[src/rtl/pcie_eq_pkg.sv]
// Shared definitions for the PCIe transmitter equalisation coefficient responder.
// Contents:
//   eq_state_e      - responder FSM states
//   NUM_PRESETS     - number of defined presets (P0..P10)
//   PRESET_*_DEF    - default precursor/postcursor tables for FS=24, P0 in the LSBs
//   preset_field()  - extracts one 6-bit entry from a packed preset table
package pcie_eq_pkg;

    localparam int NUM_PRESETS = 11;
    localparam int COEF_W      = 6;
    localparam int TAB_W       = NUM_PRESETS * COEF_W;

    typedef enum logic [1:0] {
        IDLE   = 2'd0,
        LOOKUP = 2'd1,
        CHECK  = 2'd2,
        RESP   = 2'd3
    } eq_state_e;

    // C-1 per preset, ordered {P10 .. P0}
    localparam logic [TAB_W-1:0] PRESET_PRE_DEF = {
        6'd0, 6'd4, 6'd3, 6'd2, 6'd3, 6'd2, 6'd0, 6'd0, 6'd0, 6'd0, 6'd0
    };

    // C+1 per preset, ordered {P10 .. P0}
    localparam logic [TAB_W-1:0] PRESET_POST_DEF = {
        6'd8, 6'd0, 6'd4, 6'd5, 6'd0, 6'd0, 6'd0, 6'd3, 6'd5, 6'd4, 6'd6
    };

    function automatic logic [COEF_W-1:0] preset_field(input logic [TAB_W-1:0] tab,
                                                       input logic [3:0]       idx);
        logic [TAB_W-1:0] sh;
        sh = tab >> (int'(idx) * COEF_W);
        return sh[COEF_W-1:0];
    endfunction

endpackage

[src/rtl/pcie_eq_coef_check.sv]
// Combinational legality evaluation of a coefficient set.
// Ports:
//   pre_i, post_i  - candidate C-1 / C+1 (unsigned coefficient units)
//   fs_i, lf_i     - full-swing value and low-frequency limit
//   reserved_i     - request referred to an undefined preset
//   main_o         - C0 = FS - pre - post, 7-bit signed (clamped, sign always correct)
//   legal_o        - set set when the coefficient set may be applied
module pcie_eq_coef_check (
    input  logic        [5:0] pre_i,
    input  logic        [5:0] post_i,
    input  logic        [5:0] fs_i,
    input  logic        [5:0] lf_i,
    input  logic              reserved_i,
    output logic signed [6:0] main_o,
    output logic              legal_o
);

    // Worst-case operands (pre=post=63) would wrap a 7/8-bit result and flip
    // its sign, so the sums are formed at 9 bits and only narrowed afterwards.
    logic signed [8:0] main_w;
    logic signed [8:0] margin_w;

    function automatic logic signed [6:0] sat_main(input logic signed [8:0] w);
        if (w > 9'sd63) begin
            return 7'sd63;
        end else if (w < -9'sd64) begin
            return -7'sd64;
        end
        return w[6:0];
    endfunction

    always_comb begin
        main_w   = $signed({3'b000, fs_i}) - $signed({3'b000, pre_i}) - $signed({3'b000, post_i});
        margin_w = main_w - $signed({3'b000, pre_i}) - $signed({3'b000, post_i});
        legal_o  = !reserved_i
                && !main_w[8]
                && (pre_i <= (fs_i >> 2))
                && (margin_w >= $signed({3'b000, lf_i}));
        main_o   = sat_main(main_w);
    end

endmodule

[src/rtl/pcie_eq_coef_responder.sv]
// Responds to link-partner equalisation requests (preset or explicit C-1/C+1),
// evaluates legality, returns the evaluated coefficients and applies accepted
// sets to the transmitter driver.
// Ports:
//   clk, rst_n                    - clock, asynchronous active-low reset
//   req_valid/req_ready           - request handshake (ready only in IDLE)
//   req_is_preset, req_preset     - preset request and preset number
//   req_pre, req_post             - explicit C-1 / C+1 request
//   rsp_valid/rsp_ready           - response handshake
//   rsp_accept, rsp_pre/main/post - verdict and evaluated coefficients
//   tx_pre/main/post              - coefficients currently driving the transmitter
//   reject_cnt                    - saturating count of rejected requests
module pcie_eq_coef_responder
    import pcie_eq_pkg::*;
#(
    parameter logic [5:0]       FS              = 6'd24,
    parameter logic [5:0]       LF              = 6'd8,
    parameter logic [TAB_W-1:0] PRESET_PRE_TAB  = PRESET_PRE_DEF,
    parameter logic [TAB_W-1:0] PRESET_POST_TAB = PRESET_POST_DEF,
    parameter logic [3:0]       RESET_PRESET    = 4'd4
) (
    input  logic       clk,
    input  logic       rst_n,
    input  logic       req_valid,
    output logic       req_ready,
    input  logic       req_is_preset,
    input  logic [3:0] req_preset,
    input  logic [5:0] req_pre,
    input  logic [5:0] req_post,
    output logic       rsp_valid,
    input  logic       rsp_ready,
    output logic       rsp_accept,
    output logic [5:0] rsp_pre,
    output logic [5:0] rsp_main,
    output logic [5:0] rsp_post,
    output logic [5:0] tx_pre,
    output logic [5:0] tx_main,
    output logic [5:0] tx_post,
    output logic [7:0] reject_cnt
);

    localparam logic [5:0] RST_PRE    = preset_field(PRESET_PRE_TAB, RESET_PRESET);
    localparam logic [5:0] RST_POST   = preset_field(PRESET_POST_TAB, RESET_PRESET);
    localparam logic [5:0] RST_MAIN   = FS - RST_PRE - RST_POST;
    localparam logic [3:0] MAX_PRESET = 4'(NUM_PRESETS - 1);

    eq_state_e state_q, state_d;

    logic       is_preset_q, is_preset_d;
    logic [3:0] preset_q, preset_d;
    logic [5:0] req_pre_q, req_pre_d;
    logic [5:0] req_post_q, req_post_d;
    logic [5:0] pre_q, pre_d;
    logic [5:0] post_q, post_d;
    logic       reserved_q, reserved_d;
    logic       accept_q, accept_d;
    logic [5:0] rsp_pre_q, rsp_pre_d;
    logic [5:0] rsp_main_q, rsp_main_d;
    logic [5:0] rsp_post_q, rsp_post_d;
    logic [5:0] tx_pre_q, tx_pre_d;
    logic [5:0] tx_main_q, tx_main_d;
    logic [5:0] tx_post_q, tx_post_d;
    logic [7:0] rej_q, rej_d;

    logic signed [6:0] chk_main;
    logic              chk_legal;

    pcie_eq_coef_check u_check (
        .pre_i      (pre_q),
        .post_i     (post_q),
        .fs_i       (FS),
        .lf_i       (LF),
        .reserved_i (reserved_q),
        .main_o     (chk_main),
        .legal_o    (chk_legal)
    );

    // Next-state logic
    always_comb begin
        state_d = state_q;
        unique case (state_q)
            IDLE:    if (req_valid) state_d = LOOKUP;
            LOOKUP:  state_d = CHECK;
            CHECK:   state_d = RESP;
            RESP:    if (rsp_ready) state_d = IDLE;
            default: state_d = IDLE;
        endcase
    end

    // Datapath next-state logic, each register advancing in its own FSM phase
    always_comb begin
        is_preset_d = is_preset_q;
        preset_d    = preset_q;
        req_pre_d   = req_pre_q;
        req_post_d  = req_post_q;
        pre_d       = pre_q;
        post_d      = post_q;
        reserved_d  = reserved_q;
        accept_d    = accept_q;
        rsp_pre_d   = rsp_pre_q;
        rsp_main_d  = rsp_main_q;
        rsp_post_d  = rsp_post_q;
        tx_pre_d    = tx_pre_q;
        tx_main_d   = tx_main_q;
        tx_post_d   = tx_post_q;
        rej_d       = rej_q;

        unique case (state_q)
            IDLE: begin
                if (req_valid) begin
                    is_preset_d = req_is_preset;
                    preset_d    = req_preset;
                    req_pre_d   = req_pre;
                    req_post_d  = req_post;
                end
            end
            LOOKUP: begin
                reserved_d = 1'b0;
                pre_d      = req_pre_q;
                post_d     = req_post_q;
                if (is_preset_q) begin
                    if (preset_q <= MAX_PRESET) begin
                        pre_d  = preset_field(PRESET_PRE_TAB, preset_q);
                        post_d = preset_field(PRESET_POST_TAB, preset_q);
                    end else begin
                        // Undefined preset: coefficients are reported as zero
                        reserved_d = 1'b1;
                        pre_d      = 6'd0;
                        post_d     = 6'd0;
                    end
                end
            end
            CHECK: begin
                accept_d   = chk_legal;
                rsp_pre_d  = pre_q;
                rsp_post_d = post_q;
                rsp_main_d = chk_main[6] ? 6'd0 : chk_main[5:0];
            end
            RESP: begin
                if (rsp_ready) begin
                    if (accept_q) begin
                        tx_pre_d  = rsp_pre_q;
                        tx_main_d = rsp_main_q;
                        tx_post_d = rsp_post_q;
                    end else if (rej_q != 8'hFF) begin
                        rej_d = rej_q + 8'd1;
                    end
                end
            end
            default: ;
        endcase
    end

    // State and datapath registers
    always_ff @(posedge clk or negedge rst_n) begin
        if (!rst_n) begin
            state_q     <= IDLE;
            is_preset_q <= 1'b0;
            preset_q    <= 4'd0;
            req_pre_q   <= 6'd0;
            req_post_q  <= 6'd0;
            pre_q       <= 6'd0;
            post_q      <= 6'd0;
            reserved_q  <= 1'b0;
            accept_q    <= 1'b0;
            rsp_pre_q   <= 6'd0;
            rsp_main_q  <= 6'd0;
            rsp_post_q  <= 6'd0;
            tx_pre_q    <= RST_PRE;
            tx_main_q   <= RST_MAIN;
            tx_post_q   <= RST_POST;
            rej_q       <= 8'd0;
        end else begin
            state_q     <= state_d;
            is_preset_q <= is_preset_d;
            preset_q    <= preset_d;
            req_pre_q   <= req_pre_d;
            req_post_q  <= req_post_d;
            pre_q       <= pre_d;
            post_q      <= post_d;
            reserved_q  <= reserved_d;
            accept_q    <= accept_d;
            rsp_pre_q   <= rsp_pre_d;
            rsp_main_q  <= rsp_main_d;
            rsp_post_q  <= rsp_post_d;
            tx_pre_q    <= tx_pre_d;
            tx_main_q   <= tx_main_d;
            tx_post_q   <= tx_post_d;
            rej_q       <= rej_d;
        end
    end

    assign req_ready  = (state_q == IDLE);
    assign rsp_valid  = (state_q == RESP);
    assign rsp_accept = accept_q;
    assign rsp_pre    = rsp_pre_q;
    assign rsp_main   = rsp_main_q;
    assign rsp_post   = rsp_post_q;
    assign tx_pre     = tx_pre_q;
    assign tx_main    = tx_main_q;
    assign tx_post    = tx_post_q;
    assign reject_cnt = rej_q;

endmodule

[config.mk]
export PLATFORM = sky130hd
export DESIGN_NAME = pcie_eq_coef_responder
export DESIGN_NICKNAME = d
export VERILOG_FILES = /design/src/rtl/pcie_eq_pkg.sv /design/src/rtl/pcie_eq_coef_check.sv /design/src/rtl/pcie_eq_coef_responder.sv
export SDC_FILE = /design/constraint.sdc
export NUM_CORES = 1
export LEC_CHECK = 0
export ABC_CLOCK_PERIOD_IN_PS = 3500
export BUFFER_PORTS_ARGS = -buffer_cell sky130_fd_sc_hd__buf_2
export CORE_AREA = 5 5 104 106
export DETAILED_ROUTE_END_ITERATION = 16
export DIE_AREA = 0 0 109 111
export GPL_ROUTABILITY_DRIVEN = 0
export HOLD_SLACK_MARGIN = 0.15
export PLACE_DENSITY = 0.73
export SLEW_MARGIN = 10
export SYNTH_ARGS = -nofsm -noshare
export SYNTH_HDL_FRONTEND = slang
export SYNTH_SLANG_ARGS = --single-unit
[constraint.sdc]
create_clock -name clk -period 3.5 [get_ports clk]
set_input_delay 0.7 -clock clk [delete_from_list [all_inputs] [get_ports clk]]
set_output_delay 0.7 -clock clk [all_outputs]
set_load 0.05 [all_outputs]
# == Word level (Yosys, flattened, before mapping) ==
# Cells that the tools add are included.
# W data, S select, Z words.
# totals
regBits,77
inputBits,21
elab_cells,61
# classes
eq_ne,6
n_lt_le_gt_ge,5
multipliers,1
muxes,15
n_reduce_logical,10
addsub,5
shift,2
bitwise,1
# op_table
op,n
$shr A64 B7 Y6 const A,1
$shr A57 B32 Y6 const A,1
$mux W6,5
$sub A9 B7 Y9,3
$mux W7,3
$ge A9 B5 Y1 const B,1
$gt A9 B7 Y1 const B,1
$lt A9 B7 Y1 const B,1
$add A8 B1 Y8 const B,1
$ne A8 B8 Y1 const B,1
$pmux W2 S4,1
$sub A5 B6 Y7 const A,1
$le A6 B3 Y1 const B,1
$mul A4 B2 Y6 const B,1
$eq A2 B2 Y1 const B,2
$le A4 B4 Y1 const B,1
$mux W1,4
$mux W2,2
$reduce_and A2 Y1,2
$reduce_and A4 Y1,1
$logic_and A1 B1 Y1,3
$reduce_and A3 Y1,1
$eq A2 B1 Y1 const B,1
$logic_not A1 Y1,2
other kinds (4),4

# == Longest topological paths before layout ==
# Gate-level depths: netlist of run 1.
# depth
ltp_word,7
depth_mapped,16
ltp_nobuf,16

# == Hierarchy ==
# A second synthesis of run 1 with hierarchy kept.
# unflattened
hier_cells,438
area_unflattened_um2,4634.4
# by_module_without_submodules
mod,area_each_um2,n_inst,cells_each,seq_area_each_um2
pcie_eq_coef_responder,3355.7,1,276,1929.4
pcie_eq_coef_check,1278.7,1,162,0.0

# == Worst setup path before layout of run 1 ==
# Ideal clock, no wire load.
# synth_timing
path_kind,register -> register
start,register pre_q[0]
end,register accept_q (netlist: rsp_accept)
period_less_slack_ns,3.530
t_required_ns,3.416
setup_ns,0.084
slack_ns,-0.030
stages_incl_launch_ff,17
arrival_time_ns,3.447
cell_sequence,dfrtp_1 > inv_1 > ha_1 > xnor2_1 > ha_1 > nor2b_1 > o21ai_1 > nor2b_1 > xnor2_1 > fa_1 > ha_1 > o21ai_1 > o21bai_1 > a21oi_2 > o211a_1 > o31a_1 > a41oi_2
# synth_via
elab_chain_cells,6
word_cells_on_any_way,10
cone_classes,add/sub: 4; order compare: 2; reduce/logical: 4
# synth_lines
element,line_no,source
start: declaration,pcie_eq_coef_responder.sv:53,"logic [5:0] pre_q, pre_d;"
start signal: assignment,pcie_eq_coef_responder.sv:179,pre_q <= pre_d;
$sub A5 B6 Y7,pcie_eq_coef_check.sv:33,"main_w = $signed({3'b000, fs_i}) - $signed({3'b000, pre_i}) - $signed({3'b000, post_i});"
$sub A9 B7 Y9,pcie_eq_coef_check.sv:33,
$sub A9 B7 Y9 or $logic_not A1 Y1 (tied branches),"pcie_eq_coef_check.sv:34, pcie_eq_coef_check.sv:36",
$sub A9 B7 Y9 or $logic_and A1 B1 Y1 (tied branches),"pcie_eq_coef_check.sv:34, pcie_eq_coef_check.sv:36",
$ge A9 B5 Y1 or $logic_and A1 B1 Y1 (tied branches),"pcie_eq_coef_check.sv:38, pcie_eq_coef_check.sv:37",
$logic_and A1 B1 Y1 *,pcie_eq_coef_check.sv:38,"&& (margin_w >= $signed({3'b000, lf_i}));"
end signal: assignment,pcie_eq_coef_responder.sv:182,accept_q <= accept_d;
end: declaration,pcie_eq_coef_responder.sv:56,"logic accept_q, accept_d;"
# Mark *: on every way between the ends. The rest lies on a longest branch, timed or not.
# A chain may end at the register's enable or synchronous reset.

# == Worst setup path after layout of run 1 ==
# layout_timing
start,register pre_q[2]
end,register accept_q (netlist: rsp_accept)
# Same word-level chain as after synthesis.

==> results of run 1 <==
## state kept, by name, summed over array words and instances, names as in the netlist
register / flops
req_pre_q: 6
post_q: 6
pre_q: 6
rsp_main: 6
tx_pre: 6
rsp_post: 6
req_post_q: 6
preset_q: 4
rsp_pre: 6
state_q: 2
is_preset_q: 1
reserved_q: 1
tx_main: 6
rsp_accept: 1
reject_cnt: 8
tx_post: 6
## area by class of cell
type / count / area (µm²) / area share [%]
inverter: 31 / 116 / 2.26
timing repair buffer: 87 / 488 / 9.48
tap: 133 / 166 / 3.23
multi-input combinational: 245 / 2200 / 42.8
clock buffer: 9 / 124 / 2.41
sequential: 77 / 1930 / 37.5
clock inverter: 7 / 121 / 2.36
## cells by family (layout without fill, tap and decap cells)
group	count (synthesis)	in the layout	share of synthesized area, %
simple gates	77	77	10.0
fa+ha+maj	33	33	11.1
buf+inv	41	134	3.76
xor+xnor	18	18	3.82
compound gates	66	66	10.7
mux	51	51	13.8
flops	77	77	46.8
## worst paths after layout
check / startpoint / endpoint / slack [ns]
worst max-delay path: pre_q[2]$_DFFE_PN0N_ / rsp_accept$_DFFE_PN0P_ / 0.008
worst min-delay path: tx_main[5]$_DFFE_PN0P_ / tx_main[5]$_DFFE_PN0P_ / 0.48
worst max register to register: pre_q[2]$_DFFE_PN0N_ / rsp_accept$_DFFE_PN0P_ / 0.008
worst min register to register: tx_main[5]$_DFFE_PN0P_ / tx_main[5]$_DFFE_PN0P_ / 0.48
max in group asynchronous: rst_n / post_q[2]$_DFFE_PN0N_ / 2.40
min in group asynchronous: rst_n / state_q[0]$_DFFE_PN0P_ / 0.50
## per-stage QoR
| step | utilization, % | instance area [µm²] | worst slack [ns] | hold slack (ns) |
|---|---|---|---|---|
| after floorplan | - | 4140 | 0.000852 | 0.404 |
| after global placement | 48.3 | 4680 | 0.0407 | 0.456 |
| after detailed placement | 48.3 | 4680 | -0.174 | 0.466 |
| after CTS | 52.0 | 5030 | 0.0434 | 0.483 |
| after global routing | 53.1 | 5140 | -0.151 | 0.499 |
| final | 53.1 | 5140 | 0.00839 | 0.479 |
## layer usage
metal | share of wire (%) | routed length, µm
met5 | 0 | 0
met4 | 2.2 | 201
met3 | 6.2 | 553
met2 | 49 | 4390
met1 | 43 | 3840
## what timing repair did
item | 4_1_cts | 5_1_grt
setup buffers | 5 | 6
gates resized for setup | 17 | 11
pin swaps | 12 | 13
endpoints found under the setup margin | 1 | 1
## synthesized netlist by cell type (2+ instances only)
cell type	number
a21oi_1	13
a31oi_1	4
buf_1	2
clkbuf_1	7
dfrtp_1	75
dfstp_2	2
fa_1	6
ha_1	27
inv_1	31
mux2_1	8
mux2_2	40
mux2i_1	3
nand2_1	19
nand2b_1	7
nand3b_1	6
nand4_1	3
nor2_1	14
nor2b_1	11
nor3_1	6
nor4_1	2
o211a_1	2
o211ai_1	3
o21ai_0	12
o21ai_1	10
o21bai_1	2
o22ai_1	3
o31ai_1	2
or3_1	3
xnor2_1	14
xor2_1	4
## worst max-delay path, delay by kind of cell (launching register included)
| kind | cells | cell delay [ns] |
|---|---|---|
| AOI/OAI and AO/OA | 7 | 1.07 |
| xor gates and xnor gates | 2 | 0.23 |
| adders and majority gates | 3 | 1.20 |
| buffers and inverters | 1 | 0.08 |
| DFF | 1 | 0.49 |
| and+or+nand+nor | 2 | 0.34 |
==> qor.txt, run 1 <==
Clk_skew - 0.0171 ns
Layout fillers - 830
Yosys cell types - 52
Tcrit/Tclk final - 99.8%
DR pass1 iterations - 4
Total placed cells including tap cells - 563
Worst EP arrival - 3.77 ns
Setup violators final - 0
DR DRC count - 0
Vias/cell - 5.15
Warnings, synthesis - 0
Most frequent cells in the layout - dfrtp_1, buf_2, mux2_2, inv_1, ha_1
CTS buffer count - 9
Critical path data required time - 3.78 ns
Clock latency on the worst-skew pair - 0.36 ns
Initial core utilization - 42.6%
Synth Instances - 363
Min-Delay Path Class - flip-flop to flip-flop
DP HPWL - 6560 µm
Top cell type's share of synthesized area - 45.5%
Die W - 109 µm
Synth top area cells - dfrtp_1, mux2_2, ha_1
Ys flop type - dfrtp_1
Async S/R FF share, synth - 100%
Setup CP Type - flip-flop to flip-flop
Grt ovf - 0
Nets - 505
Slew Viols, Final - 0
ANT nets after route - 0
RSZ-0062 raised after global routing - true
Worst-path clk slew - 0.08 ns
CP Max Fanout - 6
Fin cells - 589
N_diodes - 0
GRT Total Usage - 15.4%
Synth Register Bits - 77
Depth of the CTS H-tree - 3
Avg Inst Size Synth - 11.4 µm²
Syn Nets - 417
Worst-margin pin slew - 0.956 ns
Vias - 3033
Setup TNS - 0 ns
Setup crit start kind - flip-flop
Post-synthesis sequential area ratio - 46.8%
Met2 Use GR - 24.8%
# port buffers - 67
Met3 Resource Use GR - 3.26%
Maximum clock frequency - 0.286 GHz
Layout cells sized above 1 - 38.6%
CP Capture Type - flip-flop
Met1 Usage GRT - 19.9%
I/O pin count - 68
Largest net degree at the start of global routing - 78
Reg2Reg Depth - 15
Worst slew margin - 36.3%
CTS max path bufs - 2
Initial antenna violation count - 0
CTS tree - done
Root Buffer - clkbuf_8
Die Y - 111 µm
Cells along the critical path - nor3_4 > xnor2_1 > ha_1 > o21ai_2 > a21oi_2 > o21ai_2 > nand2b_2 > xnor2_2 > inv_1 > fa_1 > ha_4 > a21oi_2 > o211a_1 > o31a_1 > a41oi_2
Post-synth EDFFs - 0
CTS Hold Bufs - 0
Final wirelength - 8990 µm
Worst path slowest cell - dfrtp_1
Minimum clock period - 3.49 ns
Wire per inst - 15.3 µm
Syn Std Cell Area - 4120 µm²
Core area - 9680 µm²
Die ar. - 12100 µm²
Vias in the first global route - 3091
Outcome - completed
Hold Fails Final Rpt - 0
Crit path largest cell delay - 0.49 ns
Commonest non-fill, non-tap cell in the layout - dfrtp_1
Number of max-cap violations - 0
P&R area growth vs syn - 24.8%
Clock sink total - 77
Hold Path Depth - 2
Grt peak-use layer - met2
Largest area contributor in the netlist - dfrtp_1
Global-route wire length before repair - 15000 µm
Row cnt - 36
Drt first-iter violations - 138
Power of run 1 is left out: the tool's default activity adds up to more than one toggle a clock period on the data nets, which glitch-free logic cannot reach.
==> inputs of run 2 (changes only) <==
--- a/config.mk
+++ b/config.mk
@@ -7,13 +7,14 @@
 export LEC_CHECK = 0
 export ABC_CLOCK_PERIOD_IN_PS = 3500
 export BUFFER_PORTS_ARGS = -buffer_cell sky130_fd_sc_hd__buf_2
-export CORE_AREA = 5 5 104 106
+export CORE_AREA = 5 5 110 112
 export DETAILED_ROUTE_END_ITERATION = 16
-export DIE_AREA = 0 0 109 111
+export DIE_AREA = 0 0 115 117
 export GPL_ROUTABILITY_DRIVEN = 0
 export HOLD_SLACK_MARGIN = 0.15
-export PLACE_DENSITY = 0.73
+export PLACE_DENSITY = 0.64
 export SLEW_MARGIN = 10
 export SYNTH_ARGS = -nofsm -noshare
 export SYNTH_HDL_FRONTEND = slang
+export SYNTH_HIERARCHICAL = 1
 export SYNTH_SLANG_ARGS = --single-unit
==> qor.txt, run 2 <==
Outcome - finished with violations
Failing checks - setup timing
Clock latency on the worst-skew pair - 0.33 ns
Drt first-iter violations - 147
Clk_skew - 0.00465 ns
Worst path slowest cell - fa_2
Setup CP Type - flip-flop to flip-flop
Post-route cell area - 5970 µm²
P&R area growth vs syn - 28.9%
Post-synthesis adder-cell area fraction - 14.1%
Main combinational cell family by area after synthesis - adder cells
Crit path largest cell delay - 0.55 ns
Synth top area cells - dfrtp_1, ha_1, mux2_2
Most frequent cells in the layout - dfrtp_1, buf_2, inv_1, buf_4, mux2_2
Layout cells sized above 1 - 39.1%
Nets - 639
Setup crit start kind - flip-flop
Avg Inst Size Synth - 10.6 µm²
CTS buffer count - 9
Worst EP arrival - 4.98 ns
Slew Viols, Final - 0
Reg2Reg Depth - 21
Setup slack after layout - -1.26 ns
Warnings, synthesis - 6
Vias in the first global route - 3459
DR pass1 iterations - 4
CTS max path bufs - 2
Post-synthesis sequential area ratio - 41.6%
Worst-path clk slew - 0.06 ns
Hold Startpoint - tx_main[2]$_DFFE_PN0P_
Largest net degree at the start of global routing - 78
Synth Instances - 438
Largest area contributor in the netlist - dfrtp_1
Reg2reg end - rsp_accept$_DFFE_PN0P_
Largest register FFs - 8
RSZ-0062 raised after global routing - true
Tcrit/Tclk final - 136%
Die ar. - 13500 µm²
Post-synth EDFFs - 0
Count leader, synth - dfrtp_1
Maximum clock frequency - 0.210 GHz
Ys flop type - dfrtp_1
Hold Path Depth - 2
Synth Register Bits - 77
Worst-margin pin slew - 1.01 ns
CP Max Fanout - 2
Global-route wire length before repair - 16100 µm
Slack of the worst reg-to-reg path - -1.26 ns
DR DRC count - 0
Die W - 115 µm
Root Buffer - clkbuf_16
Async S/R FF share, synth - 100%
Synth Area in Simple Gates - 11.2%
CTS Hold Bufs - 0
Reg2reg start - pre_q[0]$_DFFE_PN0N_
Worst slew margin - 32.6%
Grt ovf - 0
Cells along the critical path - ha_2 > inv_2 > fa_2 > ha_4 > nor2b_1 > o21a_1 > nor2_2 > xnor2_2 > fa_1 > ha_4 > a21boi_4 > o21a_4 > nor2_2 > xnor2_1 > ha_1 > o211ai_1 > a21oi_1 > a2111oi_2 > nor3b_2 > a2111oi_2 > mux2_2
GRT Total Usage - 15.0%
# port buffers - 67
Min-Delay Path Class - flip-flop to flip-flop
Initial core utilization - 41.7%
Worst hold slack - 0.474 ns
Post-synthesis mux area share - 12.6%
Yosys cell types - 56
Core area - 11100 µm²
Vias - 3507
Top cells by count, synth - dfrtp_1, inv_1, mux2_2, ha_1, o21ai_0
Syn Std Cell Area - 4630 µm²
CP Capture Type - flip-flop
CTS tree - done
Minimum clock period - 4.76 ns
ANT nets after route - 0
Hold endpoint - tx_main[2]$_DFFE_PN0P_
Depth of the CTS H-tree - 3
Critical path data required time - 3.71 ns
Row cnt - 39
Final wirelength - 9880 µm
Worst path bufs/invs - 1
Clock sink total - 77
Compound-Gate Fraction of Synth Area - 11.9%
Die Y - 117 µm
I/O pin count - 68
Number of max-cap violations - 0
Commonest non-fill, non-tap cell in the layout - dfrtp_1
Vias/cell - 4.88
Post-DP Area - 5540 µm²
Setup violators final - 1
Crit path max-delay family - adder cells
Initial antenna violation count - 0
Hold Fails Final Rpt - 0
Instance count on the critical path - 21
Top cell type's share of synthesized area - 40.5%
DP HPWL - 7850 µm
N_diodes - 0
Post-synthesis xor/xnor area fraction - 2.62%
Wire per inst - 13.8 µm
run 2: changes by cell type after synthesis, moves of 5 or more:
| cell | delta |
|---|---|
| ha_1 | +14 |
| nor2_1 | +9 |
| nand3b_1 | +7 |
| mux2_2 | +5 |
| o21ai_0 | +16 |
| a21oi_1 | +7 |
| mux2_1 | -7 |
| inv_1 | +24 |
| buf_2 | +5 |
| xnor2_1 | -6 |
| o21ai_1 | -8 |
run 2: final cells by class:
cell class	instances	area [µm²]
Fill cell	962	5150
Multi-Input combinational cell	308	2630
Sequential cell	77	1930
Timing Repair Buffer	119	728
Clock buffer	10	239
Inverter	55	206
Tap cell	143	179
Clock inverter	6	61.3
run 2: timing repair:
item,CTS,global route
resized for setup,3,18
cloned,0,0
pin swaps,1,13
setup endpoints to repair,1,7
setup buffers,0,5
run 2: per-layer routing:
metal / track usage, % / vias to the layer above / share of wire (%)
met5: 0 / - / 0
met4: 4.62 / 0 / 1.1
met3: 3.39 / 10 / 4.8
met2: 25.5 / 71 / 50
met1: 19.3 / 1672 / 44
li1: - / 1754 / -
run 2: cell families (layout without fill, tap and decap cells):
kind of cell | Yosys count | in the layout
adders and majority gates | 48 | 48
other | 2 | 17
muxes | 52 | 52
AOI/OAI and AO/OA | 85 | 85
and+or+nand+nor | 94 | 94
xor gates and xnor gates | 12 | 12
DFF | 77 | 77
buffers and inverters | 68 | 190
run 2: worst reg2reg max path, stage by stage, from the launching register on:
cell and delay, ns:
dfrtp_1 0.35, ha_2 0.17, inv_2 0.04, fa_2 0.55
ha_4 0.20, nor2b_1 0.12, o21a_1 0.20, nor2_2 0.13
xnor2_2 0.14, fa_1 0.49, ha_4 0.26, a21boi_4 0.14
o21a_4 0.21, nor2_2 0.10, xnor2_1 0.13, ha_1 0.26
o211ai_1 0.09, a21oi_1 0.07, a2111oi_2 0.40, nor3b_2 0.27
a2111oi_2 0.07, mux2_2 0.26
run 2: worst max-delay path by stage:
stage | start | slack (ns) | endpoint
detailed placement | pre_q[0]$_DFFE_PN0N_ | -1.28 | rsp_accept$_DFFE_PN0P_
global placement | pre_q[0]$_DFFE_PN0N_ | -1.10 | rsp_accept$_DFFE_PN0P_
CTS | pre_q[0]$_DFFE_PN0N_ | -1.21 | rsp_accept$_DFFE_PN0P_
global route | pre_q[0]$_DFFE_PN0N_ | -1.46 | rsp_accept$_DFFE_PN0P_
finish | pre_q[0]$_DFFE_PN0N_ | -1.26 | rsp_accept$_DFFE_PN0P_
floorplan | pre_q[1]$_DFFE_PN0N_ | -0.87 | rsp_accept$_DFFE_PN0P_
run 2: stage by stage:
step	setup WS (ns)	TNS, ns	instances	util [%]
after CTS	-1.21	-1.21	713	52.5
after floorplan	-0.873	-0.873	453	-
after global routing	-1.46	-1.46	718	53.7
final	-1.26	-1.26	718	53.7
after global placement	-1.10	-1.10	697	49.8
after detailed placement	-1.28	-1.28	697	49.8
Power of run 2 is left out for the same reason.
==> inputs of run 3 (changes only) <==
--- a/config.mk
+++ b/config.mk
@@ -5,14 +5,15 @@
 export SDC_FILE = /design/constraint.sdc
 export NUM_CORES = 1
 export LEC_CHECK = 0
+export ABC_AREA = 1
 export ABC_CLOCK_PERIOD_IN_PS = 3500
 export BUFFER_PORTS_ARGS = -buffer_cell sky130_fd_sc_hd__buf_2
-export CORE_AREA = 5 5 110 112
+export CORE_AREA = 5 5 111 113
 export DETAILED_ROUTE_END_ITERATION = 16
-export DIE_AREA = 0 0 115 117
+export DIE_AREA = 0 0 116 118
 export GPL_ROUTABILITY_DRIVEN = 0
 export HOLD_SLACK_MARGIN = 0.15
-export PLACE_DENSITY = 0.64
+export PLACE_DENSITY = 0.63
 export SLEW_MARGIN = 10
 export SYNTH_ARGS = -nofsm -noshare
 export SYNTH_HDL_FRONTEND = slang
==> qor.txt, run 3 <==
Commonest non-fill, non-tap cell in the layout - nand2_1
Setup CP Type - flip-flop to flip-flop
Vias in the first global route - 3772
Worst slew margin - 36.1%
Setup TNS - -0.564 ns
Core area - 11200 µm²
CP Capture Type - flip-flop
Crit path max-delay family - adder cells
DR DRC count - 0
Worst EP arrival - 4.28 ns
Post-synth EDFFs - 0
P&R area growth vs syn - 28.4%
RSZ-0062 raised after global routing - true
Fin cells - 833
ANT nets after route - 0
Largest net degree at the start of global routing - 78
Maximum clock frequency - 0.246 GHz
Syn Std Cell Area - 4670 µm²
Setup crit start kind - flip-flop
Die ar. - 13700 µm²
Root Buffer - clkbuf_16
Failing checks - setup timing
Avg Inst Size Synth - 8.18 µm²
Synth Register Bits - 77
Setup violators final - 1
Async S/R FF share, synth - 100%
Minimum clock period - 4.06 ns
Most frequent cells in the layout - nand2_1, inv_1, dfrtp_1, buf_2, buf_4
GRT Total Usage - 16.0%
Outcome - finished with violations
Number of max-cap violations - 0
DR pass1 iterations - 4
Largest area contributor in the netlist - dfrtp_1
Worst-margin pin slew - 0.959 ns
Clock sink total - 77
Synth top area cells - dfrtp_1, nand2_1, ha_1
Depth of the CTS H-tree - 3
Die W - 116 µm
Crit path top cell by count - inv_1
Critical path data required time - 3.72 ns
Die Y - 118 µm
Tcrit/Tclk final - 116%
Layout cells sized above 1 - 24.1%
Clk_skew - 0.00677 ns
Clock latency on the worst-skew pair - 0.33 ns
Row cnt - 39
Largest register FFs - 8
Min-Delay Path Class - flip-flop to flip-flop
Worst path bufs/invs - 4
Ys flop type - dfrtp_1
Global-route wire length before repair - 17600 µm
CTS max path bufs - 2
Total placed cells including tap cells - 815
Vias/cell - 4.70
Drt first-iter violations - 263
Setup slack after layout - -0.564 ns
Warnings, synthesis - 6
Final wirelength - 10600 µm
Hold Fails Final Rpt - 0
Initial core utilization - 41.6%
Worst path slowest cell - fa_2
CTS buffer count - 9
CTS tree - done
Nets - 755
N_diodes - 0
Instance count on the critical path - 19
CP Max Fanout - 2
Synth Instances - 571
# port buffers - 67
Vias - 3914
Wire per inst - 12.7 µm
Post-synthesis sequential area ratio - 41.3%
Grt peak-use layer - met2
Post-route cell area - 6000 µm²
Hold Path Depth - 2
Slew Viols, Final - 0
DP HPWL - 8230 µm
Cells along the critical path - ha_1 > inv_2 > fa_2 > inv_1 > fa_2 > xor2_2 > fa_1 > inv_1 > ha_4 > a21o_1 > a31oi_2 > xor2_1 > inv_1 > ha_4 > nand4_1 > o221ai_2 > a21oi_2 > a21oi_2 > mux2_2
Met1 Usage GRT - 21.0%
Worst-path clk slew - 0.06 ns
Grt ovf - 0
Reg2Reg Depth - 19
Count leader, synth - nand2_1
Initial antenna violation count - 0
I/O pin count - 68
Met3 Resource Use GR - 3.75%
Top cell type's share of synthesized area - 40.2%
Yosys cell types - 40
Met2 Use GR - 26.0%
Top cells by count, synth - nand2_1, inv_1, dfrtp_1, ha_1, o21ai_0
Crit path largest cell delay - 0.54 ns
Post-DP Area - 5480 µm²
[run 3: cell count changes after synthesis, sizes merged, moves of 12 or more]
cell and change:
inv +42, nand3b -12, nand3 +25, nand2 +126, o21ai +22, mux2 -45
[run 3: kinds of logic (layout without fill, tap and decap cells)]
| family | after synthesis | after routing | synth area share (%) |
|---|---|---|---|
| muxes | 2 | 2 | 0.482 |
| other | 2 | 17 | 0.161 |
| DFF | 77 | 77 | 41.3 |
| buffers and inverters | 110 | 214 | 9.19 |
| adders and majority gates | 48 | 48 | 14.0 |
| xor gates and xnor gates | 14 | 14 | 2.63 |
| and+or+nand+nor | 217 | 217 | 20.1 |
| AOI/OAI and AO/OA | 101 | 101 | 12.1 |
[run 3: final timing paths]
| kind | from | to | slack, ns |
|---|---|---|---|
| hold reg to reg | tx_main[5]$_DFFE_PN0P_ | tx_main[5]$_DFFE_PN0P_ | 0.48 |
| setup reg to reg | pre_q[0]$_DFFE_PN0N_ | rsp_accept$_DFFE_PN0P_ | -0.56 |
| hold / removal | tx_main[5]$_DFFE_PN0P_ | tx_main[5]$_DFFE_PN0P_ | 0.48 |
| setup / recovery | pre_q[0]$_DFFE_PN0N_ | rsp_accept$_DFFE_PN0P_ | -0.56 |
| max in group asynchronous | rst_n | tx_main[0]$_DFFE_PN0P_ | 2.35 |
| min in group asynchronous | rst_n | preset_q[1]$_DFFE_PN0P_ | 0.51 |
[run 3: cell type report]
cell class / instances / area (µm²)
fillers: 1039 / 5230
well taps: 143 / 179
clock inverters: 4 / 120
multi-input cells: 399 / 2560
clock buffers: 11 / 243
repair buffers: 102 / 601
inverters: 97 / 367
flip-flops and latches: 77 / 1930
[run 3: worst reg2reg max path, cell delays in order, from the launching register on]
cell      delay (ns)
dfrtp_1         0.35
ha_1            0.16
inv_2           0.05
fa_2            0.54
inv_1           0.06
fa_2            0.37
xor2_2          0.17
fa_1            0.48
inv_1           0.06
ha_4            0.24
a21o_1          0.18
a31oi_2         0.18
xor2_1          0.17
inv_1           0.09
ha_4            0.21
nand4_1         0.08
o221ai_2        0.11
a21oi_2         0.14
a21oi_2         0.06
mux2_2          0.26
[run 3: per-stage QoR]
stage | worst slack, ns | hold slack (ns) | utilization (%)
2_1_floorplan | -0.435 | 0.404 | -
3_3_place_gp | -0.550 | 0.465 | 48.8
3_5_place_dp | -0.736 | 0.471 | 48.8
4_1_cts | -0.599 | 0.487 | 52.6
5_1_grt | -0.750 | 0.496 | 53.4
6_report | -0.564 | 0.482 | 53.4
[run 3: repair_timing]
| action | in CTS | in global routing |
|---|---|---|
| pin swaps | 10 | 9 |
| setup endpoints to repair | 1 | 1 |
| hold endpoints to repair | 0 | 0 |
| buffers inserted | 2 | 1 |
| hold buffers | 0 | 0 |
| gates resized for setup | 7 | 12 |
[run 3: routing by layer]
layer  vias up  routed length (µm)
met4         0                  61
met3         4                 458
met1      1823                4910
met2        65                5130
met5         -                   0
li1       2022                   -
Power of run 3 is left out for the same reason.
